===== config.mk =====
export PLATFORM = sky130hd
export DESIGN_NAME = crack_result_collector
export DESIGN_NICKNAME = d
export VERILOG_FILES = /design/src/rtl/crack_result_collector.sv
export SDC_FILE = /design/constraint.sdc
export NUM_CORES = 1
export LEC_CHECK = 0
export CORE_MARGIN = 2
export CORE_UTILIZATION = 45
export DETAILED_ROUTE_END_ITERATION = 8
export PLACE_DENSITY = 0.88
export SLEW_MARGIN = 40
export SYNTH_ARGS = -nofsm -noshare
export SYNTH_HDL_FRONTEND = slang
export SYNTH_SLANG_ARGS = --single-unit

===== constraint.sdc =====
create_clock -name clk -period 4.1 [get_ports clk]
set_input_delay 0.82 -clock clk [delete_from_list [all_inputs] [get_ports clk]]
set_output_delay 0.82 -clock clk [all_outputs]
set_load 0.005 [all_outputs]

===== src/rtl/crack_result_collector.sv =====
// Collects the outcome of the parallel RC4 key-search cores: latches the first winning core
// and its key, freezes every core, then streams the winner's decrypted message over valid/ready.
module crack_result_collector #(
    parameter int unsigned CORE_NUMBER    = 4,
    parameter int unsigned MESSAGE_LENGTH = 32,
    parameter int unsigned KEY_WIDTH      = 24,
    parameter int unsigned IDX_W          = (CORE_NUMBER > 1) ? $clog2(CORE_NUMBER) : 1,
    localparam int unsigned ADDR_W        = 5,
    localparam int unsigned BYTE_W        = 8
) (
    input  logic                            clk,
    input  logic                            rst_n,
    input  logic [CORE_NUMBER-1:0]          core_cracked,
    input  logic [CORE_NUMBER-1:0]          core_failed,
    input  logic [CORE_NUMBER*KEY_WIDTH-1:0] core_key,
    output logic                            done,
    output logic [ADDR_W-1:0]               rd_address,
    input  logic [CORE_NUMBER*BYTE_W-1:0]   rd_q,
    output logic [BYTE_W-1:0]               msg_data,
    output logic                            msg_valid,
    input  logic                            msg_ready,
    output logic                            msg_last,
    output logic                            found,
    output logic                            all_failed,
    output logic [IDX_W-1:0]                winner_core,
    output logic [KEY_WIDTH-1:0]            final_key,
    output logic                            busy
);

    localparam int unsigned CNT_W = ADDR_W;
    localparam logic [CNT_W-1:0] LAST_IDX = CNT_W'(MESSAGE_LENGTH - 1);

    typedef enum logic [2:0] {
        ST_MONITOR,
        ST_DRAIN_ADDR,
        ST_DRAIN_WAIT,
        ST_DRAIN_CAP,
        ST_PRESENT,
        ST_COMPLETE,
        ST_FAILED
    } state_t;

    state_t                 state, state_d;
    logic [CNT_W-1:0]       cnt, cnt_d;
    logic [CORE_NUMBER-1:0] fail_seen, fail_seen_d;
    logic [CORE_NUMBER-1:0] fail_now;

    logic                   done_d, found_d, all_failed_d, busy_d;
    logic                   msg_valid_d, msg_last_d;
    logic [ADDR_W-1:0]      rd_address_d;
    logic [BYTE_W-1:0]      msg_data_d;
    logic [IDX_W-1:0]       winner_core_d;
    logic [KEY_WIDTH-1:0]   final_key_d;

    logic [IDX_W-1:0]       crack_idx;
    logic [BYTE_W-1:0]      q_lane   [CORE_NUMBER];
    logic [KEY_WIDTH-1:0]   key_lane [CORE_NUMBER];

    // Unpack the per-core buses into indexable lanes.
    for (genvar g = 0; g < CORE_NUMBER; g++) begin : g_lane
        assign q_lane[g]   = rd_q[g*BYTE_W +: BYTE_W];
        assign key_lane[g] = core_key[g*KEY_WIDTH +: KEY_WIDTH];
    end

    // Lowest-index cracked core wins when several succeed together.
    always_comb begin
        crack_idx = '0;
        for (int i = int'(CORE_NUMBER) - 1; i >= 0; i--) begin
            if (core_cracked[i]) begin
                crack_idx = IDX_W'(i);
            end
        end
    end

    assign fail_now = fail_seen | core_failed;

    // Next-state and next-output logic.
    always_comb begin
        state_d       = state;
        cnt_d         = cnt;
        fail_seen_d   = fail_seen;
        done_d        = done;
        found_d       = found;
        all_failed_d  = all_failed;
        busy_d        = busy;
        msg_valid_d   = msg_valid;
        msg_last_d    = msg_last;
        msg_data_d    = msg_data;
        rd_address_d  = rd_address;
        winner_core_d = winner_core;
        final_key_d   = final_key;

        case (state)
            ST_MONITOR: begin
                fail_seen_d = fail_now;
                if (|core_cracked) begin
                    winner_core_d = crack_idx;
                    final_key_d   = key_lane[crack_idx];
                    found_d       = 1'b1;
                    done_d        = 1'b1;
                    cnt_d         = '0;
                    state_d       = ST_DRAIN_ADDR;
                end else if (&fail_now) begin
                    all_failed_d = 1'b1;
                    done_d       = 1'b1;
                    state_d      = ST_FAILED;
                end
            end

            ST_DRAIN_ADDR: begin
                rd_address_d = cnt;
                busy_d       = 1'b1;
                state_d      = ST_DRAIN_WAIT;
            end

            // Covers the RAM read latency before capture.
            ST_DRAIN_WAIT: begin
                state_d = ST_DRAIN_CAP;
            end

            ST_DRAIN_CAP: begin
                msg_data_d  = q_lane[winner_core];
                msg_valid_d = 1'b1;
                msg_last_d  = (cnt == LAST_IDX);
                state_d     = ST_PRESENT;
            end

            ST_PRESENT: begin
                if (msg_valid && msg_ready) begin
                    msg_valid_d = 1'b0;
                    if (cnt == LAST_IDX) begin
                        msg_last_d = 1'b0;
                        busy_d     = 1'b0;
                        state_d    = ST_COMPLETE;
                    end else begin
                        cnt_d   = cnt + CNT_W'(1);
                        state_d = ST_DRAIN_ADDR;
                    end
                end
            end

            ST_COMPLETE: begin
                state_d = ST_COMPLETE;
            end

            ST_FAILED: begin
                state_d = ST_FAILED;
            end

            default: begin
                state_d = ST_MONITOR;
            end
        endcase
    end

    always_ff @(posedge clk or negedge rst_n) begin
        if (!rst_n) begin
            state       <= ST_MONITOR;
            cnt         <= '0;
            fail_seen   <= '0;
            done        <= 1'b0;
            found       <= 1'b0;
            all_failed  <= 1'b0;
            busy        <= 1'b0;
            msg_valid   <= 1'b0;
            msg_last    <= 1'b0;
            msg_data    <= '0;
            rd_address  <= '0;
            winner_core <= '0;
            final_key   <= '0;
        end else begin
            state       <= state_d;
            cnt         <= cnt_d;
            fail_seen   <= fail_seen_d;
            done        <= done_d;
            found       <= found_d;
            all_failed  <= all_failed_d;
            busy        <= busy_d;
            msg_valid   <= msg_valid_d;
            msg_last    <= msg_last_d;
            msg_data    <= msg_data_d;
            rd_address  <= rd_address_d;
            winner_core <= winner_core_d;
            final_key   <= final_key_d;
        end
    end

endmodule


Word level (Yosys, flattened, before mapping):

Cells that the tools add are included.

* bits in registers: 57
* bits in latches: 0
* memory bits (writable): 0
* ROM bits: 0
* bits of input ports: 139
* output and inout port bits: 45
* word-level logic and storage cells: 75
* memories: 0

* add/sub/neg operators: 1
* multiply operators: 0
* divide/modulo/power cells: 0
* $lt $le $gt $ge: 2
* equal/unequal tests: 12
* shifts and indexed selects: 0
* mux-type cells: 27
* bitwise gates (word level): 4
* reductions and logical operators: 16

Operator list (count)
* $bmux W24 S2: 1
* $mux W24: 2
* $pmux W3 S7: 1
* $bmux W8 S2: 1
* $mux W8: 2
* $mux W5: 3
* $mux W3: 4
* $pmux W5 S2: 1
* $eq A3 B3 Y1 const B: 3
* $mux W2: 4
* $ne A2 B2 Y1 const B: 4
* $reduce_and A2 Y1: 4
* $reduce_and A4 Y1: 2
* $reduce_bool A2 Y1: 4
* $eq A3 B2 Y1 const B: 2
* $ge A3 B3 Y1 const B: 2
* $not A2 Y3: 2
* $pmux W1 S2: 3
* $reduce_and A3 Y1: 2
* $reduce_and A6 Y1: 1
* $add A5 B1 Y5 const B: 1
* $eq A5 B5 Y1 const B: 1
* $mux W1: 5
* $or A4 B4 Y4: 1
* other kinds (6): 6

Logic depth before layout (Yosys ltp):

Gate-level depths: netlist of run 1.

* depth after elaboration: 8
* depth in mapped cells: 6
* gate-level depth less buffers: 6

Worst setup path after synthesis of run 1:

No wires, ideal clock.

* kind: input to register
* start: input core_cracked[0]
* end: register final_key[0]
* setup time: 0.135 ns
* arrival time: 2.004 ns
* required time: 3.965 ns
* setup slack: 1.961 ns
* stages on the path: 5
* path buffers: 2
* path through: clkbuf_1 > or2_2 > o21ai_1 > clkbuf_1 > o31ai_1

* longest elaborated chain between the ends: 5
* elaborated cells between the ends (all ways): 7
* those cells by class: mux (4); bitwise (1); reduce/logical (2)

RTL lines
* start: declaration: line 13 `input logic [CORE_NUMBER-1:0] core_cracked,`
* $mux W2: line 69 `if (core_cracked[i]) begin`
* $not A2 Y3 (not written as such): line 98 `final_key_d = key_lane[crack_idx];`
* $bmux W24 S2: line 98
* $mux W24 (not written as such) (2 in series): line 98
* end signal: assignment: line 184 `final_key <= final_key_d;`
* end: declaration: line 26 `output logic [KEY_WIDTH-1:0] final_key,`

Several ways; a longest one is shown, not always the timed one. The select of a mux whose other input is x is not followed.
A chain may end at the register's enable or synchronous reset.

Worst setup path after layout of run 1:

* start: register winner_core[0]
* end: output winner_core[0]

RTL lines
* start: declaration: line 25 `output logic [IDX_W-1:0] winner_core,`
* start signal: assignment: line 183 `winner_core <= winner_core_d;`

No word-level cell between the ends.

==> metrics.yaml, run 1 <==
status: "finished clean"
dpl.hpwl_um: 8880
cts_buffers: 9
antenna_found_initial: 0
path_buf_inv: 1
die_x_um: 95.6
final_cells: 690
worst_pin_slew_ns: 0.691
yosys.cell_types.count: 47
power.total_mw: 2.79
required_ns: 3.28
clk_pin_slew_ns: 0.06
final_common_cell: "clkdlybuf4s50_1"
route.detailed.drc: 0
startpoint_type: "flop"
yosysSeqAreaShare_pct: 37.7
area_growth_pct: 54.9
io_pins: 184
core_area_mm2: 0.00818
layout.nets: 721
numPortBuffers: 183
cp_slowest_cell: "dfrtp_1"
timing.rr.end: "cnt[0]$_DFFE_PN0P_"
routedWlPerCell_um: 17.0
drive_above_1_share_pct: 7.86
ys_ff_latch: 57
cts_num_sinks: 57
vias: 3927
finalHoldViolCount: 0
gp_congestion: 0.849
syn_area_mm2: 0.00378
crit_fanout: 11
p_leak_nw: 2.25
syn_nets: 561
firstDrtPassIters: 4
min_path_cells: 1
wirelength_um: 11800
max_stage_delay_ns: 0.76
finalSetupViolCount: 0
max_slew_margin_pct: 53.8
finClkSkew_ns: 0.00753
start_util_pct: 46.2
fin_crit_ns: 2.54
grt.overflow.total: 0
cts_max_level: 3
fin_crit_sh_pct: 61.9
max_freq_mhz: 394
clockBufferDepth: 2
final_cell_mix: "clkdlybuf4s50_1, dfrtp_1, nand2_1, nor3b_1, nor2_1"
power_density_mw_per_mm2: 476
cp_num_cells: 1
hold_buffers: 0
grt_max_degree: 71
synthArstFlopShare_pct: 100
insertion_delay_ns: 0.33
dieArea_mm2: 0.00915
grt.total_usage_pct: 25.9
end_kind: "output port"
drv_slew: 0
postCtsSetupBuffers: 0
r2r_cells: 3
yosysWarnings: 0
antenna_cells: 0
cp_top_family: "flip-flops"
arrival_ns: 1.72
max_cap_viol_count: 0
cp-endpoint: "winner_core[0]"
grt_pass1_vias: 3901
fin_tns_setup_ns: 0
die_h_um: 95.6
n_fill_cell: 634
cts_resized: 0
ir_worst_vdd_uv: 255
hold_class: "reg -> reg"
synth_edf_count: 0
syn_inst: 420
rr_startpoint: "state[2]$_DFFE_PN0P_"
routed_via_density: 5.69
cp-startpoint: "winner_core[0]$_DFFE_PN0P_"
rows: 33
drt_iter0_markers: 139
critPathKind: "reg -> out"
grt_pass1_wl_um: 18300
synth_ff_type: "dfrtp_1"
avgSynthCellArea_um2: 9.00
ant_nets: 0
dpl.cell_count: 674
rrSetupSlack_ns: 1.99
cts.root.buffer_cell: "clkbuf_8"
cts_tree: "built"
path_cells: "clkdlybuf4s50_1"
rsz0062_at_grt: "no"
==> per-stage QoR <==
stage | area (um2) | utilization [%] | hold WS, ns | setup slack, ns
2_1_floorplan | 3780 | - | 0.429 | 1.96
3_3_place_gp | 5620 | 68.7 | 0.440 | 1.27
3_5_place_dp | 5640 | 69.0 | 0.449 | 1.42
4_1_cts | 5850 | 71.5 | 0.463 | 1.54
5_1_grt | 5850 | 71.6 | 0.467 | 1.48
6_report | 5850 | 71.6 | 0.458 | 1.56
==> cell families (layout without fill, tap and decap cells) <==
kind of cell,count (synthesis),in the layout,synth area share [%]
and+or+nand+nor,174,174,25.8
muxes,17,17,7.35
buffers and inverters,45,210,4.74
xor gates and xnor gates,1,1,0.232
DFF,57,57,37.7
adders and majority gates,2,2,0.662
AOI/OAI and AO/OA,124,124,23.5
==> state kept, by name, summed over array words and instances (netlist names), 2 cells and up <==
register / cells
cnt: 5
fail_seen: 4
final_key: 24
msg_data: 8
rd_address: 5
state: 3
winner_core: 2
==> synth_stat cells, drive strengths merged (2+ instances only) <==
cell    instances  area (um2)
nor2           29         109
nor2b          23         144
or2             2        12.5
clkbuf         36         135
nor4            2        12.5
nor3b          48         365
nand2          52         195
a21o            7        52.6
mux4            8         180
o31ai          25         188
ha              2        25.0
o21a           23         173
buf             3        21.3
o22a            2        17.5
mux2i           3        30.0
a21oi           8        40.0
nand3b          2        15.0
or3b            2        17.5
dfrtp          57        1430
o21ai          25         125
nand2b          2        12.5
o31a           23         201
or3             3        18.8
inv             6        22.5
o22ai           3        25.0
or4             2        15.0
o21bai          2        15.0
mux2            6        67.6
nand3           2        10.0
==> power by group <==
group          total, mW  switching, mW  leakage (nW)  internal [mW]
registers          0.986          0.212         0.694          0.774
clock network      0.544          0.214         0.107          0.330
logic               1.26          0.516          1.45          0.742
==> worst min path at each step <==
stage	from	to	slack [ns]
2_1_floorplan	fail_seen[0]$_DFFE_PN0N_	fail_seen[0]$_DFFE_PN0N_	0.43
3_3_place_gp	fail_seen[0]$_DFFE_PN0N_	fail_seen[0]$_DFFE_PN0N_	0.44
3_5_place_dp	fail_seen[1]$_DFFE_PN0N_	fail_seen[1]$_DFFE_PN0N_	0.45
4_1_cts	fail_seen[1]$_DFFE_PN0N_	fail_seen[1]$_DFFE_PN0N_	0.46
5_1_grt	fail_seen[1]$_DFFE_PN0N_	fail_seen[1]$_DFFE_PN0N_	0.47
6_report	fail_seen[1]$_DFFE_PN0N_	fail_seen[1]$_DFFE_PN0N_	0.46
==> metal layers <==
metal	track usage [%]	vias to the layer above	wire length [um]
met5	0	-	0
met4	9.88	0	150
met3	7.98	14	1190
met2	44.6	187	5850
met1	30.1	1880	4570
li1	-	1846	-
==> area by class of cell <==
| type | count | area (um2) | share of cell area, % |
|---|---|---|---|
| multi-input cells | 318 | 2210 | 37.7 |
| repair buffers | 188 | 1860 | 31.7 |
| flip-flops and latches | 57 | 1430 | 24.4 |
| clock buffers | 14 | 173 | 2.95 |
| well taps | 105 | 131 | 2.24 |
| clock inverters | 2 | 35.0 | 0.599 |
| inverters | 6 | 22.5 | 0.385 |
Power figures use the tool's default switching activity.
==> run 2, diff against run 1 <==
- CORE_UTILIZATION: 45 -> 41
- PLACE_DENSITY: 0.88 -> 0.81
- clock period: 4.1 -> 2.6 ns (I/O delays scaled with it)
==> metrics.yaml, run 2 (synthesis results as in run 1) <==
n_fill_cell: 731  # +15%
critPathKind: "reg -> reg"
finalSetupViolCount: 0  # unchanged
dpl.hpwl_um: 9080  # +2.3%
setup_ws_ns: 0.509  # -1.05 ns
grt_max_degree: 69  # -2.8%
placed_area_mm2: 0.00570  # +1.0%
final_common_cell: "clkdlybuf4s50_1"
area_growth_pct: 56.6
core_area_mm2: 0.00911  # +11%
io_pins: 184  # unchanged
swShare_pct: 34.2  # +0.43 points
wirelength_um: 12100  # +2.5%
firstDrtPassIters: 4  # unchanged
arrival_ns: 2.35  # +0.63 ns
start_util_pct: 41.5  # -4.7 points
design_area_mm2: 0.00592  # +1.1%
fin_crit_ns: 2.09
max_cap_viol_count: 0  # unchanged
p_comb_share_pct: 46.7  # +1.6 points
max_slew_margin_pct: 57.3  # +3.6 points
worst_pin_slew_ns: 0.640  # -0.0508 ns
layout.nets: 729  # +1.1%
finalHoldViolCount: 0  # unchanged
max_freq_mhz: 478
wl_met3_um: 1130  # -5.0%
fin_crit_sh_pct: 80.4
highest_layer: "met4"
hold_buffers: 0  # unchanged
die_h_um: 100  # +4.6%
end_kind: "flop"
ant_nets: 0  # unchanged
required_ns: 2.86  # -0.42 ns
crit_fanout: 5  # -6
routedWlPerCell_um: 17.1  # +0.49%
cts_num_sinks: 57  # unchanged
fin_tns_setup_ns: 0  # unchanged
final_cells: 704  # +2.0%
cts_max_level: 3  # unchanged
insertion_delay_ns: 0.34  # about the same
clockBufferDepth: 2  # unchanged
status: "finished clean"
m1WireLength_um: 4930  # +7.8%
grt_pass1_wl_um: 18900  # +3.6%
clkPwrFrac_pct: 20.3  # +0.8 points
gp_congestion: 0.836  # -1.6%
postCtsSetupBuffers: 0  # unchanged
grt.overflow.total: 0  # unchanged
grt_pass1_vias: 3890  # -0.28%
preCtsSetupSlack_ns: 0.386  # -1.03 ns
cts_tree: "built"
dr_wl_met2_um: 5810  # -0.65%
vias: 3961  # +0.87%
internal_power_mw: 2.98  # +61%
grt.total_usage_pct: 23.9  # -2.0 points
startpoint_type: "flop"
antenna_found_initial: 0  # unchanged
top_register: "final_key"
route.detailed.drc: 0  # unchanged
drt_iter0_markers: 117  # -16%
clk_pin_slew_ns: 0.07  # about the same
routed_via_density: 5.63  # -1.1%
dpl.cell_count: 688  # +2.1%
hold_class: "in -> async"
drive_above_1_share_pct: 9.44  # +1.6 points
rows: 35  # +6.1%
p_seq_share_pct: 33.0  # -2.4 points
final_cell_mix: "clkdlybuf4s50_1, dfrtp_1, nand2_1, nor3b_1, nor2_1"
numPortBuffers: 183  # unchanged
die_x_um: 100  # +4.6%
antenna_cells: 0  # unchanged
final_util_pct: 65.0  # -6.6 points
drv_slew: 0  # unchanged
dieArea_mm2: 0.0100  # +9.3%
p_leak_nw: 2.29  # +1.7%
cts.root.buffer_cell: "clkbuf_8"
rsz0062_at_grt: "no"
cts_buffers: 9  # unchanged
cts_resized: 0  # unchanged
power_density_mw_per_mm2: 764  # +60%
top_regs: "final_key (24), msg_data (8)"
finClkSkew_ns: 0.0113  # +0.00373 ns
p_switching_mw: 1.55  # +64%
ir_worst_vdd_uv: 329  # +29%
largest_reg_flops: 24  # unchanged
-- run 2: power by group through the flow --
stage	combinational, mW	clock [mW]	sequential (mW)
after floorplan	1.06	0	1.42
after global placement	2.05	0	1.49
after detailed placement	2.11	0	1.51
after CTS	2.13	0.937	1.49
after global routing	2.31	0.975	1.53
final	2.11	0.920	1.49
-- run 2: final timing paths --
kind                                           from                         end  slack (ns)  cells after the start
min reg2reg                fail_seen[2]$_DFFE_PN0N_    fail_seen[2]$_DFFE_PN0N_        0.46                      1
max in group asynchronous                     rst_n  winner_core[1]$_DFFE_PN0P_        1.80                      2
max reg2reg                      cnt[0]$_DFFE_PN0P_          cnt[3]$_DFFE_PN0P_        0.51                      6
min in group clk           fail_seen[2]$_DFFE_PN0N_    fail_seen[2]$_DFFE_PN0N_        0.46                      1
max                              cnt[0]$_DFFE_PN0P_          cnt[3]$_DFFE_PN0P_        0.51                      6
min                                           rst_n   rd_address[3]$_DFFE_PN0N_        0.20                      1
-- run 2: area by class of cell --
cell class	count	area, um2	share of cell area, %
inverters	6	22.5	0.381
well taps	111	139	2.35
repair buffers	196	1920	32.5
clock inverters	7	93.8	1.59
flip-flops and latches	57	1430	24.1
clock buffers	9	124	2.09
multi-input cells	318	2190	37.0
-- run 2: metrics by stage --
| stage | power (mW) | hold slack [ns] |
|---|---|---|
| after floorplan | 2.48 | 0.224 |
| after CTS | 4.56 | 0.214 |
| after global placement | 3.54 | 0.438 |
| final | 4.52 | 0.202 |
| after detailed placement | 3.62 | 0.446 |
| after global routing | 4.82 | 0.243 |
-- run 2: critical path, stage by stage, from the launching register on --
cell and delay, ns:
dfrtp_1 0.43, ha_1 0.23, and3_1 0.19, ha_1 0.21, nand3b_1 0.28, or4_1 0.51, a21oi_1 0.16
-- run 2: per-layer routing --
layer / global-route usage (%) / up-vias
li1: - / 1869
met1: 29.0 / 1889
met2: 40.6 / 189
met3: 6.55 / 14
met4: 9.17 / 0
met5: 0 / -
